**src/rtl/pc_sequencer.sv**
```systemverilog
// ============================================================================
// pc_sequencer
// ----------------------------------------------------------------------------
// Purpose:
//   Program-counter sequencer for a MIPS-style fetch stage. It holds the
//   current PC and picks the next one from exception, jump-register, jump,
//   branch or sequential (pc+4) sources. A small BOOT/RUN/STALL/HALT state
//   machine decides when the PC may advance.
//
// Parameters:
//   ADDR_W     PC/address width, legal range 28..32 (default 32)
//   RESET_VEC  PC value loaded while rst_n is low (default 0)
//   EXC_VEC    exception target (default 0x180, truncated to ADDR_W)
//
// Optional feature (compile-time macro):
//   PC_ALIGN_CHECK_EN  when defined, a jr target whose low two bits are not
//                      zero is redirected to EXC_VEC and sets illegal_ctl.
//                      When undefined, rs_data is loaded unchanged.
//
// Ports:
//   clk          in   1       clock, rising edge
//   rst_n        in   1       asynchronous active-low reset
//   stall        in   1       hold PC this cycle
//   halt         in   1       enter HALT state
//   exc          in   1       exception request
//   j            in   1       jump
//   jal          in   1       jump and link
//   jr           in   1       jump register
//   br           in   1       branch instruction present
//   br_taken     in   1       branch condition true
//   instruction  in   32      current instruction (target/offset fields)
//   rs_data      in   ADDR_W  jr target
//   pc           out  ADDR_W  current PC
//   last_pc      out  ADDR_W  PC before the last advance
//   link_addr    out  ADDR_W  pc+4, combinational
//   pc_valid     out  1       pc holds a fetchable address (RUN/STALL)
//   illegal_ctl  out  1       sticky illegal-control-combination flag
//   adv_count    out  32      number of PC advances (wraps at 2^32)
// ============================================================================

module pc_sequencer #(
    parameter int                ADDR_W    = 32,
    parameter logic [ADDR_W-1:0] RESET_VEC = '0,
    parameter logic [ADDR_W-1:0] EXC_VEC   = ADDR_W'(32'h0000_0180)
) (
    input  logic              clk,
    input  logic              rst_n,
    input  logic              stall,
    input  logic              halt,
    input  logic              exc,
    input  logic              j,
    input  logic              jal,
    input  logic              jr,
    input  logic              br,
    input  logic              br_taken,
    input  logic [31:0]       instruction,
    input  logic [ADDR_W-1:0] rs_data,
    output logic [ADDR_W-1:0] pc,
    output logic [ADDR_W-1:0] last_pc,
    output logic [ADDR_W-1:0] link_addr,
    output logic              pc_valid,
    output logic              illegal_ctl,
    output logic [31:0]       adv_count
);

    // ------------------------------------------------------------------------
    // State encoding
    // ------------------------------------------------------------------------
    localparam logic [1:0] ST_BOOT  = 2'd0;
    localparam logic [1:0] ST_RUN   = 2'd1;
    localparam logic [1:0] ST_STALL = 2'd2;
    localparam logic [1:0] ST_HALT  = 2'd3;

    // ------------------------------------------------------------------------
    // Registers
    // ------------------------------------------------------------------------
    logic [1:0]        r_state;
    logic [ADDR_W-1:0] r_pc;
    logic [ADDR_W-1:0] r_last_pc;
    logic [31:0]       r_adv_count;
    logic              r_illegal;

    // ------------------------------------------------------------------------
    // Combinational nets
    // ------------------------------------------------------------------------
    logic [1:0]        w_state_next;
    logic              w_advance;       // PC updates on this edge
    logic [ADDR_W-1:0] w_pc_next;       // value loaded when w_advance
    logic              w_set_illegal;   // set the sticky flag on this edge

    logic [ADDR_W-1:0] w_link;          // pc + 4
    logic [ADDR_W-1:0] w_jump_tgt;      // j/jal target
    logic [ADDR_W-1:0] w_br_off;        // sign-extended, word-scaled offset
    logic [ADDR_W-1:0] w_br_tgt;        // branch target
    logic [ADDR_W-1:0] w_ctl_pc;        // next PC chosen by control inputs
    logic              w_ctl_illegal;   // control inputs form an illegal mix
    logic              w_unused;

    // Opcode bits are not needed: the decode happens upstream and arrives as
    // the j/jal/jr/br strobes.
    assign w_unused = ^instruction[31:26];

    // ------------------------------------------------------------------------
    // Address arithmetic. Every sum is ADDR_W wide so wrap-around is simply
    // the natural carry-out being dropped.
    // ------------------------------------------------------------------------
    assign w_link = r_pc + ADDR_W'(4);

    // Jump target keeps the 256 MB region of the delay-slot address (pc+4).
    // With a 28-bit PC there is no region field, so only the 28-bit
    // pseudo-direct address remains.
    generate
        if (ADDR_W > 28) begin : g_jump_region
            assign w_jump_tgt = {w_link[ADDR_W-1:28], instruction[25:0], 2'b00};
        end else begin : g_jump_flat
            assign w_jump_tgt = {instruction[25:0], 2'b00};
        end
    endgenerate

    // ADDR_W >= 28, so the replication count below is always positive.
    assign w_br_off = {{(ADDR_W-18){instruction[15]}}, instruction[15:0], 2'b00};
    assign w_br_tgt = w_link + w_br_off;

    // ------------------------------------------------------------------------
    // Next-PC selection from control inputs (exception handled separately in
    // the FSM because it also applies in HALT). First match wins:
    //   jr with j/jal  -> pc+4, flag illegal
    //   jr             -> rs_data (optionally alignment-checked)
    //   j / jal        -> jump target
    //   br & br_taken  -> branch target
    //   otherwise      -> pc+4
    // A branch alongside a jump is a normal delay-slot situation: the jump
    // wins silently.
    // ------------------------------------------------------------------------
    always_comb begin
        w_ctl_pc      = w_link;
        w_ctl_illegal = 1'b0;
        if (jr && (j || jal)) begin
            w_ctl_pc      = w_link;
            w_ctl_illegal = 1'b1;
        end else if (jr) begin
`ifdef PC_ALIGN_CHECK_EN
            if (rs_data[1:0] != 2'b00) begin
                w_ctl_pc      = EXC_VEC;
                w_ctl_illegal = 1'b1;
            end else begin
                w_ctl_pc = rs_data;
            end
`else
            w_ctl_pc = rs_data;
`endif
        end else if (j || jal) begin
            w_ctl_pc = w_jump_tgt;
        end else if (br && br_taken) begin
            w_ctl_pc = w_br_tgt;
        end
    end

    // ------------------------------------------------------------------------
    // State machine / advance decision.
    // RUN and STALL share the same decision tree: an exception always
    // advances to EXC_VEC, halt parks the PC, stall holds it, and otherwise
    // the control inputs are acted on. Sharing the tree means the cycle that
    // leaves STALL executes its jump/branch instead of dropping it.
    // ------------------------------------------------------------------------
    always_comb begin
        w_state_next  = r_state;
        w_advance     = 1'b0;
        w_pc_next     = r_pc;
        w_set_illegal = 1'b0;
        case (r_state)
            ST_BOOT: begin
                // Single settle cycle; all inputs including exc are ignored.
                w_state_next = ST_RUN;
            end
            ST_RUN, ST_STALL: begin
                if (exc) begin
                    w_state_next = ST_RUN;
                    w_advance    = 1'b1;
                    w_pc_next    = EXC_VEC;
                end else if (halt) begin
                    w_state_next = ST_HALT;
                end else if (stall) begin
                    w_state_next = ST_STALL;
                end else begin
                    w_state_next  = ST_RUN;
                    w_advance     = 1'b1;
                    w_pc_next     = w_ctl_pc;
                    w_set_illegal = w_ctl_illegal;
                end
            end
            ST_HALT: begin
                // Only an exception (or reset) wakes the sequencer.
                if (exc) begin
                    w_state_next = ST_RUN;
                    w_advance    = 1'b1;
                    w_pc_next    = EXC_VEC;
                end
            end
            default: begin
                w_state_next = ST_BOOT;
            end
        endcase
    end

    // ------------------------------------------------------------------------
    // Sequential state. Reset is asynchronous so the PC is pinned to
    // RESET_VEC (and link_addr to RESET_VEC+4) without waiting for a clock.
    // ------------------------------------------------------------------------
    always_ff @(posedge clk or negedge rst_n) begin
        if (!rst_n) begin
            r_state     <= ST_BOOT;
            r_pc        <= RESET_VEC;
            r_last_pc   <= RESET_VEC;
            r_adv_count <= 32'd0;
            r_illegal   <= 1'b0;
        end else begin
            r_state <= w_state_next;
            if (w_advance) begin
                r_last_pc   <= r_pc;
                r_pc        <= w_pc_next;
                r_adv_count <= r_adv_count + 32'd1;
            end
            if (w_set_illegal) begin
                r_illegal <= 1'b1;
            end
        end
    end

    // ------------------------------------------------------------------------
    // Outputs
    // ------------------------------------------------------------------------
    assign pc          = r_pc;
    assign last_pc     = r_last_pc;
    assign link_addr   = w_link;
    assign pc_valid    = (r_state == ST_RUN) || (r_state == ST_STALL);
    assign illegal_ctl = r_illegal;
    assign adv_count   = r_adv_count;

endmodule

```
**config.mk**
```make
export PLATFORM = sky130hd
export DESIGN_NAME = pc_sequencer
export DESIGN_NICKNAME = d
export VERILOG_FILES = /design/src/rtl/pc_sequencer.sv
export SDC_FILE = /design/constraint.sdc
export NUM_CORES = 1
export LEC_CHECK = 0
export BUFFER_PORTS_ARGS = -buffer_cell sky130_fd_sc_hd__buf_2
export CAP_MARGIN = 30
export CORE_MARGIN = 5
export CORE_UTILIZATION = 45
export DETAILED_ROUTE_END_ITERATION = 6
export PLACE_DENSITY = 0.8
export SLEW_MARGIN = 20
export SYNTH_ARGS = -nofsm -noshare
export SYNTH_HDL_FRONTEND = slang
export SYNTH_SLANG_ARGS = --single-unit
```
**constraint.sdc**
```tcl
create_clock -name clk -period 3.6 [get_ports clk]
set_input_delay 0.72 -clock clk [delete_from_list [all_inputs] [get_ports clk]]
set_output_delay 0.72 -clock clk [all_outputs]
set_load 0.05 [all_outputs]
```
Word-level counts from Yosys, hierarchy flattened. Cells that the tools add are included.

Logic and storage cells: 46. Input port bits: 74. Register bits after elaboration: 99. Output and inout bits: 130.

Add/subtract/negate cells: 3. Reductions and logical operators: 8. Eq/ne operators: 6. Muxes and demuxes: 24.

Operators by type and width (number): 2-to-1 mux 32 bit (8); case mux 32 bit (2 select lines) (1); adder 32 x 1 -> 32 bit (second input constant) (1); adder 32 x 3 -> 32 bit (second input constant) (1); adder 32 bit (1); 2-to-1 mux 1 bit (9); 2-to-1 mux 2 bit (4); != test 3 bit (second input constant) (2); case mux 2 bit (3 select lines) (1); AND reduction 5 bit (1); == test 2 bit (second input constant) (2); == test 2 x 1 -> 1 bit (second input constant) (1); logical AND 1 bit (2); zero test 2 bit (1); logical OR 1 bit (2); != test 2 bit (second input constant) (1); case mux 1 bit (2 select lines) (1); nonzero test 2 bit (1); OR reduction 2 bit (1).

Logic depth before layout (Yosys ltp).
Depth in word-level cells: 10. Mapped depth: 17. Gate-level depth less buffers: 17.

Worst setup path after synthesis. OpenSTA, ideal clock, no wires.

Kind: register to register. Start: reg r_pc[2] (netlist: pc[2]). End: reg r_pc[31] (netlist: pc[31]). Clock period less this slack: 4.873 ns. Data required time: 3.534 ns. Arrival time: 4.807 ns. Slack: -1.273 ns. Setup time: 0.066 ns. Buffers on the path: 1. Cell stages (with the launch flop): 17. Cell sequence: dfrtp_1 -> ha_1 -> and4_1 -> nand4_1 -> nor3_1 -> nand2_1 -> xnor2_1 -> ha_1 -> clkbuf_1 -> nand2_1 -> o21ai_1 -> a2111oi_0 -> o21bai_4 -> nand3_1 -> mux4_2 -> nor3_2 -> a211o_1.

Longest elaborated chain between the ends: 10.

Ends and longest elaborated chain: from (decl) (RTL line 78) `logic [ADDR_W-1:0] r_pc;`; from (signal assigned) (RTL line 221) `r_pc <= w_pc_next;`; adder 32 x 3 -> 32 bit (RTL line 107) `assign w_link = r_pc + ADDR_W'(4);`; net link_addr[26] (RTL line 60) `output logic [ADDR_W-1:0] link_addr,`; adder 32 bit (RTL line 122) `assign w_br_tgt = w_link + w_br_off;`; 2-to-1 mux 32 bit (RTL line 154) `end else if (br && br_taken) begin`; 2-to-1 mux 32 bit (RTL line 152) `end else if (j || jal) begin`; 2-to-1 mux 32 bit (RTL line 141) `end else if (jr) begin`; 2-to-1 mux 32 bit (RTL line 138) `if (jr && (j || jal)) begin`; 2-to-1 mux 32 bit (RTL line 183) `end else if (stall) begin`; 2-to-1 mux 32 bit (RTL line 181) `end else if (halt) begin`; 2-to-1 mux 32 bit (RTL line 177) `if (exc) begin`; case mux 32 bit (2 select lines) (RTL line 171) `case (r_state)`.

The timed path passes the listed nets, and every way through them passes these cells. The select of a mux whose other input is x is not followed. A chain may end at the register's enable or synchronous reset.

Worst setup path after layout.
Start: reg r_pc[3] (netlist: pc[3]). End: reg r_pc[28] (netlist: pc[28]).

Longest elaborated chain between the ends: 10.

Ends and longest elaborated chain (RTL line): adder 32 x 3 -> 32 bit (*) (107); adder 32 bit (122); 2-to-1 mux 32 bit (154); 2-to-1 mux 32 bit (152); 2-to-1 mux 32 bit (141); 2-to-1 mux 32 bit (*) (138); 2-to-1 mux 32 bit (*) (183); 2-to-1 mux 32 bit (*) (181); 2-to-1 mux 32 bit (*) (177); case mux 32 bit (2 select lines) (*) (171).

Every way passes the cells marked *; elsewhere a longest branch is shown, timed or not. The select of a mux whose other input is x is not followed.

==> flow_summary.rst <==
.. list-table::
   :header-rows: 1

   * - Metric
     - Value
   * - Worst-case clock buffer depth
     - 2
   * - Drt via density
     - 5.79
   * - Number of input and output port buffers inserted
     - 197
   * - Vias in the first global route
     - 7054
   * - Synth warnings
     - 0
   * - Layout fillers
     - 1288
   * - Num rows
     - 46
   * - Post-Syn Area
     - 0.00714 mm^2
   * - Post-synthesis area per instance
     - 9.10 um^2
   * - Min-Delay Path Class
     - in -> async
   * - Final layout net count
     - 1160
   * - Number of DRC markers in iteration 0
     - 605
   * - Worst Path Required
     - 3840 ps
   * - Pre-CTS setup slack
     - -248 ps
   * - Failing checks
     - setup timing
   * - Result of the run
     - finished with violations
   * - CTS buffer count
     - 9
   * - Post-route DRC
     - 0
   * - Slew of the pin with the lowest slew margin
     - 653 ps
   * - Library cells used by synthesis
     - 70
   * - Gr ovfl total
     - 0
   * - Most common flop cell mapped by yosys
     - sky130_fd_sc_hd__dfrtp_1
   * - Final worst-path setup slack
     - -25.1 ps
   * - Type of the worst setup path
     - reg -> reg
   * - Sequential-to-total area share from yosys stat
     - 0.347
   * - Clock-pin transition on the worst setup and hold timing paths
     - 80 ps
   * - Number of top-level pins
     - 204
   * - Proportion of layout cells with a drive suffix above 1
     - 0.428
   * - First-pass detailed-route iteration total
     - 5
   * - DP Wirelength
     - 19000 um
   * - CTS H-Tree Depth
     - 3
   * - Time the worst path needs with I/O delays and setup
     - 3630 ps
   * - Power per unit of standard cell area
     - 633 mW/mm^2
   * - Global-route wire length before repair
     - 37200 um
   * - Average wire per standard cell
     - 19.1 um
   * - Remaining antenna violation count
     - 0
   * - Max-slew headroom at the worst pin
     - 0.561
   * - GRT Util Overall
     - 0.255
   * - Max VDD drop
     - 0.000327 V
   * - Number of synthesized flops with an enable pin
     - 0
   * - Sort of element at the start of the critical path
     - register
   * - Height of the die
     - 136 um
   * - Number of hold buffers added after CTS
     - 0
   * - Largest driver fanout on the critical path
     - 5
   * - Starting density of the core
     - 0.454
   * - Total Neg Setup Slack
     - -33.9 ps
   * - Vias post-DR
     - 7352
   * - Antenna violations before repair
     - 2
   * - Largest net degree at the start of global routing
     - 66
   * - Post-detailed-routing wire length
     - 24200 um
   * - Floorplan die area
     - 0.0185 mm^2
   * - Number of clock sinks
     - 99
   * - Worst setup EP type
     - register
   * - Overall die width
     - 136 um
   * - Root buffer selected by CTS
     - sky130_fd_sc_hd__clkbuf_16
   * - Share of async-settable or async-resettable flops after synthesis
     - 1.00
   * - Count of max-cap constraint violations
     - 0
   * - Final-report setup violation count
     - 2
   * - Number of pins exceeding their max-slew limit in the final report
     - 0
   * - Maximum clock skew at final layout
     - 9.27 ps
   * - Cell leakage power
     - 4.88 nW
   * - Crit Reg-Reg Startpoint
     - pc[3]
   * - Worst setup path startpoint
     - pc[3]
   * - Final hold viol count
     - 0
   * - Final RePlAce weighted congestion
     - 0.929
   * - Core area
     - 0.0157 mm^2
   * - Clock tree from TritonCTS
     - built
   * - Count of state elements after synthesis
     - 99
   * - Synthesized instance count
     - 784
   * - Highest clock rate
     - 276 MHz
   * - Arrival time worst endpoint
     - 3860 ps
   * - Clock latency reported for the late side of the worst-skew pair
     - 350 ps
   * - Period utilisation layout
     - 1.01
   * - Net Count, Synth
     - 897
   * - Growth of design area from synthesis to finish
     - 38.5%
   * - Post-route core utilization
     - 0.629
   * - Unrepaired setup endpoints after global routing
     - true
-- layer usage --
layer | track usage | routed length (um)
met5 | 0 | 0
met4 | 0.0974 | 849
met3 | 0.0377 | 2010
met2 | 0.409 | 11300
met1 | 0.349 | 10100
-- state kept, by name (all words and copies together), names as in the netlist --
register	cells
r_state	2
illegal_ctl	1
last_pc	32
pc	32
adv_count	32
-- power breakdown --
part / switching, mW / leakage, nW / internal [mW]
combinational: 2.44 / 3.44 / 1.22
sequential: 0.211 / 1.29 / 1.35
clock: 0.467 / 0.155 / 0.558
total: 3.12 / 4.88 / 3.13
-- worst paths after layout --
check	endpoint	slack (ps)	cells past startpoint
max	pc[28]	-30	17
max reg2reg	pc[28]	-30	17
max in group asynchronous	last_pc[22]	2570	2
min in group clk	adv_count[31]	480	1
min reg2reg	adv_count[31]	480	1
min	last_pc[8]	330	1
-- cell families after synthesis --
group / synth area share
fa+ha+maj: 0.0694
buf+inv: 0.0335
flops: 0.347
simple gates: 0.185
mux: 0.0849
compound gates: 0.178
xor+xnor: 0.102
-- cells in the final DEF (no fill, tap or decap), types with 17 or more instances in the layout --
cell	instances
sky130_fd_sc_hd__dfrtp_2	18
sky130_fd_sc_hd__xnor2_1	34
sky130_fd_sc_hd__nand2_1	76
sky130_fd_sc_hd__o21ai_0	37
sky130_fd_sc_hd__mux2_2	34
sky130_fd_sc_hd__dfrtp_1	81
sky130_fd_sc_hd__a21oi_1	44
sky130_fd_sc_hd__buf_4	91
sky130_fd_sc_hd__and3_1	17
sky130_fd_sc_hd__a21o_1	17
sky130_fd_sc_hd__inv_1	17
sky130_fd_sc_hd__nand4_1	19
sky130_fd_sc_hd__xor2_1	25
sky130_fd_sc_hd__nor2_1	49
sky130_fd_sc_hd__ha_1	28
sky130_fd_sc_hd__nand3_1	29
sky130_fd_sc_hd__buf_2	196
-- cell type report --
| type | instances | area (um^2) | share of cell area |
|---|---|---|---|
| Multi-Input combinational cell | 625 | 5010 | 0.507 |
| Sequential cell | 99 | 2500 | 0.253 |
| Timing Repair Buffer | 289 | 1700 | 0.172 |
| Tap cell | 216 | 270 | 0.0273 |
| Clock buffer | 9 | 225 | 0.0228 |
| Inverter | 23 | 90.1 | 0.00911 |
| Clock inverter | 7 | 87.6 | 0.00886 |
| Antenna cell | 2 | 5.00 | 0.000506 |
-- Yosys cell counts, types with 2 or more instances --
cell	number	share of area
sky130_fd_sc_hd__and3_1	17	0.015
sky130_fd_sc_hd__mux2i_1	2	0.0028
sky130_fd_sc_hd__o2111ai_1	2	0.0025
sky130_fd_sc_hd__nand2_1	77	0.040
sky130_fd_sc_hd__a2bb2oi_1	2	0.0025
sky130_fd_sc_hd__nand3b_1	3	0.0032
sky130_fd_sc_hd__a21oi_1	52	0.036
sky130_fd_sc_hd__o221ai_1	5	0.0061
sky130_fd_sc_hd__nor3b_1	3	0.0032
sky130_fd_sc_hd__o21ai_0	41	0.029
sky130_fd_sc_hd__a211oi_1	7	0.0074
sky130_fd_sc_hd__and4_1	5	0.0061
sky130_fd_sc_hd__dfrtp_1	99	0.35
sky130_fd_sc_hd__xnor2_1	49	0.060
sky130_fd_sc_hd__a21o_1	17	0.018
sky130_fd_sc_hd__a31oi_1	13	0.011
sky130_fd_sc_hd__or2_2	3	0.0026
sky130_fd_sc_hd__o22ai_1	4	0.0035
sky130_fd_sc_hd__buf_1	6	0.0032
sky130_fd_sc_hd__xor2_1	32	0.039
sky130_fd_sc_hd__buf_4	3	0.0032
sky130_fd_sc_hd__nand4_1	19	0.017
sky130_fd_sc_hd__nor2b_1	6	0.0053
sky130_fd_sc_hd__a22o_1	5	0.0061
sky130_fd_sc_hd__inv_1	21	0.011
sky130_fd_sc_hd__nor3_2	2	0.0028
sky130_fd_sc_hd__nand3_1	34	0.024
sky130_fd_sc_hd__o211ai_1	6	0.0063
sky130_fd_sc_hd__or3_1	6	0.0053
sky130_fd_sc_hd__nand2b_1	4	0.0035
sky130_fd_sc_hd__nor3_1	14	0.0098
sky130_fd_sc_hd__o21bai_1	5	0.0053
sky130_fd_sc_hd__mux2_2	34	0.054
sky130_fd_sc_hd__mux4_2	9	0.028
sky130_fd_sc_hd__clkbuf_1	27	0.014
sky130_fd_sc_hd__o21a_1	4	0.0042
sky130_fd_sc_hd__o31ai_1	4	0.0042
sky130_fd_sc_hd__nor2_1	53	0.028
sky130_fd_sc_hd__a32oi_1	2	0.0025
sky130_fd_sc_hd__ha_1	38	0.067
sky130_fd_sc_hd__a22oi_1	4	0.0042
sky130_fd_sc_hd__o21ai_1	10	0.0070
sky130_fd_sc_hd__and2_1	8	0.0070
-- through the flow --
step / cells / total power, mW / hold WS [ps] / cell area [um^2]
after CTS: 1263 / 6.17 / 337 / 9730
after detailed placement: 1241 / 5.08 / 466 / 9270
after global routing: 1270 / 6.56 / 366 / 9880
after global placement: 1241 / 5.02 / 457 / 9270
after floorplan: 784 / 4.06 / 424 / 7550
final: 1270 / 6.25 / 333 / 9880
-- worst max-delay path, cell delays in order (launching register included) --
cell and delay, ps:
sky130_fd_sc_hd__dfrtp_2 390, sky130_fd_sc_hd__ha_4 130, sky130_fd_sc_hd__and4_4 200, sky130_fd_sc_hd__nand4_1 140, sky130_fd_sc_hd__buf_4 180, sky130_fd_sc_hd__buf_6 110
sky130_fd_sc_hd__nor2_4 160, sky130_fd_sc_hd__nand2_1 120, sky130_fd_sc_hd__xor2_2 190, sky130_fd_sc_hd__inv_2 80, sky130_fd_sc_hd__ha_4 300, sky130_fd_sc_hd__nand4_1 130
sky130_fd_sc_hd__or3_4 420, sky130_fd_sc_hd__o21ai_4 200, sky130_fd_sc_hd__a21oi_2 100, sky130_fd_sc_hd__or3_1 360, sky130_fd_sc_hd__a31oi_1 210, sky130_fd_sc_hd__o31ai_1 100
-- what timing repair did --
action                     CTS  global route
pin swaps                   13            16
setup buffers                6             5
gates resized for setup     19            18
setup endpoints to repair    6            12
hold endpoints to repair     0             0
(Power assumes the default switching activity.)
